==> src/rtl/coin_change_dispenser.sv <==
// coin_change_dispenser
//   Pays out a refund one coin at a time, largest coin first (1 rupee, 50p, 25p),
//   using the same coin code as the coin collector. Each coin is presented on
//   coin/coin_valid and held until the eject mechanism acknowledges it. After
//   every ack the mechanism gets COIN_GAP idle cycles to settle before the next
//   coin is presented.
//
// Handshake: coin/coin_valid form a valid/ack pair. While coin_valid is high,
//   coin is stable. A coin is consumed on a rising clock edge where coin_valid
//   and coin_ack are both high. coin_ack while coin_valid is low has no effect.
//   start is a one-cycle request, honoured only while busy is low.
//
// Ports
//   clock      in   rising-edge clock
//   reset      in   asynchronous, active-high reset
//   start      in   refund request (sampled only in IDLE)
//   amount     in   refund in paise, sampled with start
//   coin_ack   in   mechanism has ejected the presented coin
//   coin       out  00=25p, 01=50p, 10=1 rupee, 11=no coin
//   coin_valid out  coin holds a real coin awaiting coin_ack
//   busy       out  a refund is in progress
//   done       out  one-cycle pulse when the refund is fully paid out
//   error      out  one-cycle pulse when a request is rejected
//   remaining  out  paise still to dispense
//   fsm_state  out  current state, for debug and checkers
module coin_change_dispenser #(
  parameter int               AMT_W    = 8,
  parameter logic [AMT_W-1:0] MAX_AMT  = AMT_W'(175),
  parameter int               COIN_GAP = 2
) (
  input  logic             clock,
  input  logic             reset,
  input  logic             start,
  input  logic [AMT_W-1:0] amount,
  input  logic             coin_ack,
  output logic [1:0]       coin,
  output logic             coin_valid,
  output logic             busy,
  output logic             done,
  output logic             error,
  output logic [AMT_W-1:0] remaining,
  output logic [1:0]       fsm_state
);

  localparam logic [1:0] S_IDLE    = 2'd0;
  localparam logic [1:0] S_PRESENT = 2'd1;
  localparam logic [1:0] S_GAP     = 2'd2;

  localparam logic [1:0] COIN_25   = 2'b00;
  localparam logic [1:0] COIN_50   = 2'b01;
  localparam logic [1:0] COIN_100  = 2'b10;
  localparam logic [1:0] COIN_NONE = 2'b11;

  localparam logic [AMT_W-1:0] VAL_25  = AMT_W'(25);
  localparam logic [AMT_W-1:0] VAL_50  = AMT_W'(50);
  localparam logic [AMT_W-1:0] VAL_100 = AMT_W'(100);

  localparam int GAP_W = (COIN_GAP > 1) ? $clog2(COIN_GAP + 1) : 1;

  logic [1:0]       state;
  logic [GAP_W-1:0] gap_cnt;
  logic [AMT_W-1:0] rem_next;
  logic             bad_amount;

  function automatic logic [1:0] greedy(input logic [AMT_W-1:0] x);
    if (x >= VAL_100)     greedy = COIN_100;
    else if (x >= VAL_50) greedy = COIN_50;
    else                  greedy = COIN_25;
  endfunction

  function automatic logic [AMT_W-1:0] coin_value(input logic [1:0] c);
    case (c)
      COIN_100: coin_value = VAL_100;
      COIN_50:  coin_value = VAL_50;
      COIN_25:  coin_value = VAL_25;
      default:  coin_value = '0;
    endcase
  endfunction

  // Greedy on a 25p multiple never overshoots, so this cannot underflow.
  assign rem_next   = remaining - coin_value(coin);
  assign bad_amount = ((amount % VAL_25) != '0) || (amount > MAX_AMT);
  assign fsm_state  = state;

  always_ff @(posedge clock or posedge reset) begin
    if (reset) begin
      state      <= S_IDLE;
      gap_cnt    <= '0;
      coin       <= COIN_NONE;
      coin_valid <= 1'b0;
      busy       <= 1'b0;
      done       <= 1'b0;
      error      <= 1'b0;
      remaining  <= '0;
    end else begin
      done  <= 1'b0;
      error <= 1'b0;
      case (state)
        S_IDLE: begin
          if (start) begin
            if (bad_amount) begin
              error <= 1'b1;
            end else if (amount == '0) begin
              done <= 1'b1;
            end else begin
              remaining  <= amount;
              coin       <= greedy(amount);
              coin_valid <= 1'b1;
              busy       <= 1'b1;
              state      <= S_PRESENT;
            end
          end
        end
        S_PRESENT: begin
          if (coin_ack) begin
            remaining  <= rem_next;
            coin       <= COIN_NONE;
            coin_valid <= 1'b0;
            if (rem_next == '0) begin
              done  <= 1'b1;
              busy  <= 1'b0;
              state <= S_IDLE;
            end else begin
              gap_cnt <= GAP_W'(COIN_GAP);
              state   <= S_GAP;
            end
          end
        end
        S_GAP: begin
          // A count of 0 or 1 both mean "present on this edge", so even a zero
          // gap spends one cycle here with no coin shown.
          if (gap_cnt <= GAP_W'(1)) begin
            coin       <= greedy(remaining);
            coin_valid <= 1'b1;
            state      <= S_PRESENT;
          end else begin
            gap_cnt <= gap_cnt - GAP_W'(1);
          end
        end
        default: begin
          state      <= S_IDLE;
          coin       <= COIN_NONE;
          coin_valid <= 1'b0;
          busy       <= 1'b0;
        end
      endcase
    end
  end

endmodule
==> config.mk <==
export PLATFORM = sky130hd
export DESIGN_NAME = coin_change_dispenser
export DESIGN_NICKNAME = d
export VERILOG_FILES = /design/src/rtl/coin_change_dispenser.sv
export SDC_FILE = /design/constraint.sdc
export NUM_CORES = 1
export LEC_CHECK = 0
export ABC_AREA = 0
export BUFFER_PORTS_ARGS = -buffer_cell sky130_fd_sc_hd__buf_4
export CORE_MARGIN = 3
export CORE_UTILIZATION = 65
export CTS_BUF_LIST = sky130_fd_sc_hd__clkbuf_8
export DETAILED_ROUTE_END_ITERATION = 10
export HOLD_SLACK_MARGIN = 0.03
export MAX_ROUTING_LAYER = met4
export PLACE_DENSITY = 0.88
export SLEW_MARGIN = 20
export SYNTH_ARGS = -nofsm -noshare
export SYNTH_HDL_FRONTEND = slang
export SYNTH_SLANG_ARGS = --single-unit
==> constraint.sdc <==
create_clock -name clock -period 7.9 [get_ports clock]
set_input_delay 0.79 -clock clock [delete_from_list [all_inputs] [get_ports clock]]
set_output_delay 0.79 -clock clock [all_outputs]
set_load 0.01 [all_outputs]
**Yosys cells after proc, flatten, opt, wreduce, memory -nomap -nowiden**

Cells that the tools add are included.

- Register bits: 18
- Input port bits: 12

- Add/sub/neg operators: 2
- Divide/modulo/power cells: 1
- Order comparisons: 6
- Equal/unequal tests: 12
- Multiplexer cells: 45
- Bitwise operators: 1
- Reductions and logical operators: 12

Operators by type and width:

| kind | number |
|---|---|
| $mux 2 | 16 |
| $mux 8 | 4 |
| $pmux 7 s3 | 1 |
| $mux 1 | 17 |
| $ge 8x6->1 const B | 2 |
| $ge 8x7->1 const B | 2 |
| $logic_not 8->1 | 2 |
| $ne 2x2->1 const B | 8 |
| $pmux 8 s2 | 1 |
| $pmux 2 s3 | 2 |
| $reduce_and 5->1 | 2 |
| $gt 8x8->1 const B | 1 |
| $mod 8x5->8 const B | 1 |
| $reduce_bool 8->1 | 1 |
| $sub 8x8->8 | 1 |
| $pmux 1 s3 | 2 |
| $reduce_and 6->1 | 1 |
| $eq 2x1->1 const B | 2 |
| $eq 2x2->1 const B | 2 |
| $logic_not 2->1 | 2 |
| $pmux 2 s2 | 1 |
| $reduce_and 4->1 | 1 |
| $reduce_bool 2->1 | 2 |
| $le 2x1->1 const B | 1 |
| other kinds (4) | 4 |

**Logic depth before layout (Yosys ltp)**

- Word-level depth: 7
- Mapped depth: 19

**Worst setup path before layout**

OpenSTA, ideal clock, no wires.

- Path kind: input to register
- Start point: in amount[7]
- End point: reg remaining[2]
- Arrival time: 3,845 ps
- Required time: 7,775 ps
- Setup slack: 3,930 ps
- Cell stages on the path: 19
- Path buffers: 2
- Cell sequence: buf_2 buf_6 o211a_2 nor3_1 a31oi_1 a21o_1 ha_1 a21oi_1 o31ai_2 o21ai_1 nand2_1 xnor2_1 ha_1 nand2_1 nor3_1 o2111ai_2 a21oi_4 o21ai_4 mux2_4

- Longest elaborated chain between the ends: 5
- Elaborated cells between the ends (all ways): 8
- Those cells by class: 1 x div; 1 x order compare; 2 x eq/ne; 4 x reduce/logical

RTL lines:

| item | line | source |
|---|---|---|
| start, declared | 34 | `input logic [AMT_W-1:0] amount,` |
| $mod 8x5->8 | 82 | `assign bad_amount = ((amount % VAL_25) != '0) \|\| (amount > MAX_AMT);` |
| $reduce_bool 8->1 | 82 |  |
| $logic_or 1x1->1 | 82 |  |
| $ne 2x2->1 (no line) | n/a |  |
| $reduce_and 5->1 (no line) * | n/a |  |
| end signal, assigned | 106 | `remaining <= amount;` |
| end signal, assigned | 116 | `remaining <= rem_next;` |
| end, declared | 41 | `output logic [AMT_W-1:0] remaining,` |

Every way passes the cells marked *; elsewhere a longest branch is shown, timed or not.
A chain may end at the register's enable or synchronous reset.

**Worst setup path after layout**

- Start point: in amount[3]
- End point: reg remaining[6]

Same word-level chain as after synthesis.

==> metrics.txt <==
status complete, no violations; Max Cap Violations 0; RSZ-0062 raised after global routing false; initial drt markers 129; Avg Cell Area, Syn 8.20 um^2; fin crit share 0.522; Most used DFF post-synth dfrtp_1; min Tclk post-route 4.12 ns; ratio of cells with drive above 1 in the final layout 0.201; top-area cell type share of the netlist area 0.191; total power 0.744 mW; top-count cell post-synth inv_1; Post-DP HPWL 3620 um; Avg WL per Cell 15.5 um; Global Route Usage Sum 0.250; TritonCTS Sinks 18; Layout area overhead 9.87%; PortBufs 27; final setup vio count 0; initial antenna violation count 0; Post-synth EDFFs 0; Top-Level Pins 28; Hold Buf Count CTS 0; Async SR Flop Fraction 1.00; TritonRoute pass-1 iters 4; via count 1925; Seq/Total Area, Yosys 0.217; final-report max-slew violation count 0; Pwr Density 324 nW/um^2; Synth Instances 255; gp weighted congestion 0.935; R2R depth 14; Worst EP arrival 4.26 ns; Peak VDD IR 0.377 mV; diodes inserted 0; Worst EP required 8.04 ns; WHS Path Cells 2; largest area contributor in the netlist dfrtp_1; CP endpoint kind flip-flop; pre-CTS setup slack 3.57 ns; post-CTS resize count 0; total core area 2900 um^2; # H-tree levels 1; Worst-path clk slew 0.07 ns; Post-CTS Setup Bufs 0; CTS Buf Count 3; Rel. slew slack 0.560; CTS root buf clkbuf_8; first-pass GRT wire length 7960 um; static leakage 1.05 nW; Max Clk Rate 0.243 GHz; vias in the first global route 1710; Yosys reg bits 18; initial core utilization 0.721; Worst Max-Slew Pin Slew 0.659 ns; fin worst setup slack 3.78 ns; synth unique cells 66; fin nets 297; WL final 4810 um; Max clock buf depth 2; clk_skew 0.00125 ns; Die Width 62.7 um; Startpoint Class input port; Crit Path Max Fanout 16; Row Count 19; die area 3940 um^2; synth top area cells dfrtp_1 (19%), ha_1 (8.4%), inv_1 (3.9%); pin count of the biggest net entering global routing 21; Residual DRC 0; Crit Path Category input port to flip-flop; commonest cells in the netlist inv_1 (22), nor2_1 (17), dfrtp_1 (16), nand2_1 (16); final core utilization 0.792; Post-Syn Area 2090 um^2; CTS tree built; Hold Path Class flip-flop to flip-flop; Hold WS 0.554 ns; Yosys warnings 0; vias per cell 6.19; Setup Total Neg Slack 0 ns; Routed Antenna Nets 0; final hold vios 0; Vert. Die Dim 62.7 um; Worst-Skew Late Latency 0.25 ns; grt total ovfl 0; syn_nets 282
## layout make-up
cell class / instances / area (um^2)
multi-input cells: 197 / 1450
fillers: 215 / 602
flip-flops and latches: 18 / 453
repair buffers: 27 / 203
inverters: 23 / 86.3
clock buffers: 4 / 55.1
well taps: 42 / 52.6
## worst max-delay path, cell delays in order
cell	delay (ns)
buf_4	0.17
o211a_2	0.30
nor3_1	0.16
a31oi_1	0.06
a21o_1	0.21
ha_1	0.19
a21oi_1	0.14
o31ai_2	0.14
o21ai_1	0.32
nand2_1	0.16
xnor2_1	0.16
ha_1	0.27
nand2_1	0.05
nor3_1	0.16
o2111ai_2	0.18
a21oi_4	0.29
o21ai_4	0.16
mux2_4	0.35
## report_power, final
group	internal [mW]	total [mW]	switching [mW]
sequential	0.133	0.191	0.0574
clock	0.0443	0.0750	0.0307
combinational	0.223	0.479	0.256
## state kept, by name, summed over array words and instances, names as in the netlist
signal / flops
done: 1
error: 1
fsm_state: 2
busy: 1
remaining: 8
coin_valid: 1
coin: 2
gap_cnt: 2
## layer usage
layer | track usage | vias to the layer above | routed length (um)
li1 | - | 962 | -
met1 | 0.328 | 906 | 2280
met2 | 0.422 | 55 | 2270
met3 | 0.0360 | 2 | 227
met4 | 0.0303 | 0 | 21
met5 | - | - | 0
## worst paths after layout
| kind | startpoint | endpoint | slack (ns) |
|---|---|---|---|
| hold reg to reg | coin_valid$_DFFE_PP0P_ | coin_valid$_DFFE_PP0P_ | 0.55 |
| setup reg to reg | coin[0]$_DFFE_PP1P_ | gap_cnt[1]$_DFFE_PP0P_ | 4.30 |
| max in group asynchronous | reset | remaining[4]$_DFFE_PP0P_ | 6.85 |
| min in group asynchronous | reset | gap_cnt[0]$_DFFE_PP0P_ | 0.63 |
| hold / removal | coin_valid$_DFFE_PP0P_ | coin_valid$_DFFE_PP0P_ | 0.55 |
| setup / recovery | amount[3] | remaining[6]$_DFFE_PP0P_ | 3.78 |
## stage by stage
stage,cell area [um^2],cells
after floorplan,2090,255
after global placement,2240,307
after detailed placement,2240,307
after CTS,2300,311
after global routing,2300,311
final,2300,311
## kinds of logic (layout without fill, tap and decap cells)
logic type	after synthesis	in the layout	synth area share
AOI/OAI and AO/OA	80	80	0.285
xor gates and xnor gates	5	5	0.0209
adders and majority gates	15	15	0.0933
buffers and inverters	40	54	0.0909
DFF	18	18	0.217
muxes	13	13	0.0760
and+or+nand+nor	84	84	0.218
## placed cells by master (no fill, tap or decap), types with 4 or more instances in the layout
master / n
nand2b_1: 5
nor3b_1: 4
ha_1: 14
mux2i_1: 5
a21oi_1: 14
inv_1: 22
clkbuf_8: 4
o21ai_1: 5
nor2_1: 17
nor3_1: 8
nand2_1: 16
mux2_4: 5
dfrtp_1: 16
buf_4: 27
a31oi_1: 5
o21ai_0: 14
nor2b_1: 5
nand3_1: 5
o31ai_1: 5
or3_1: 4
Power figures use the tool's default switching activity.
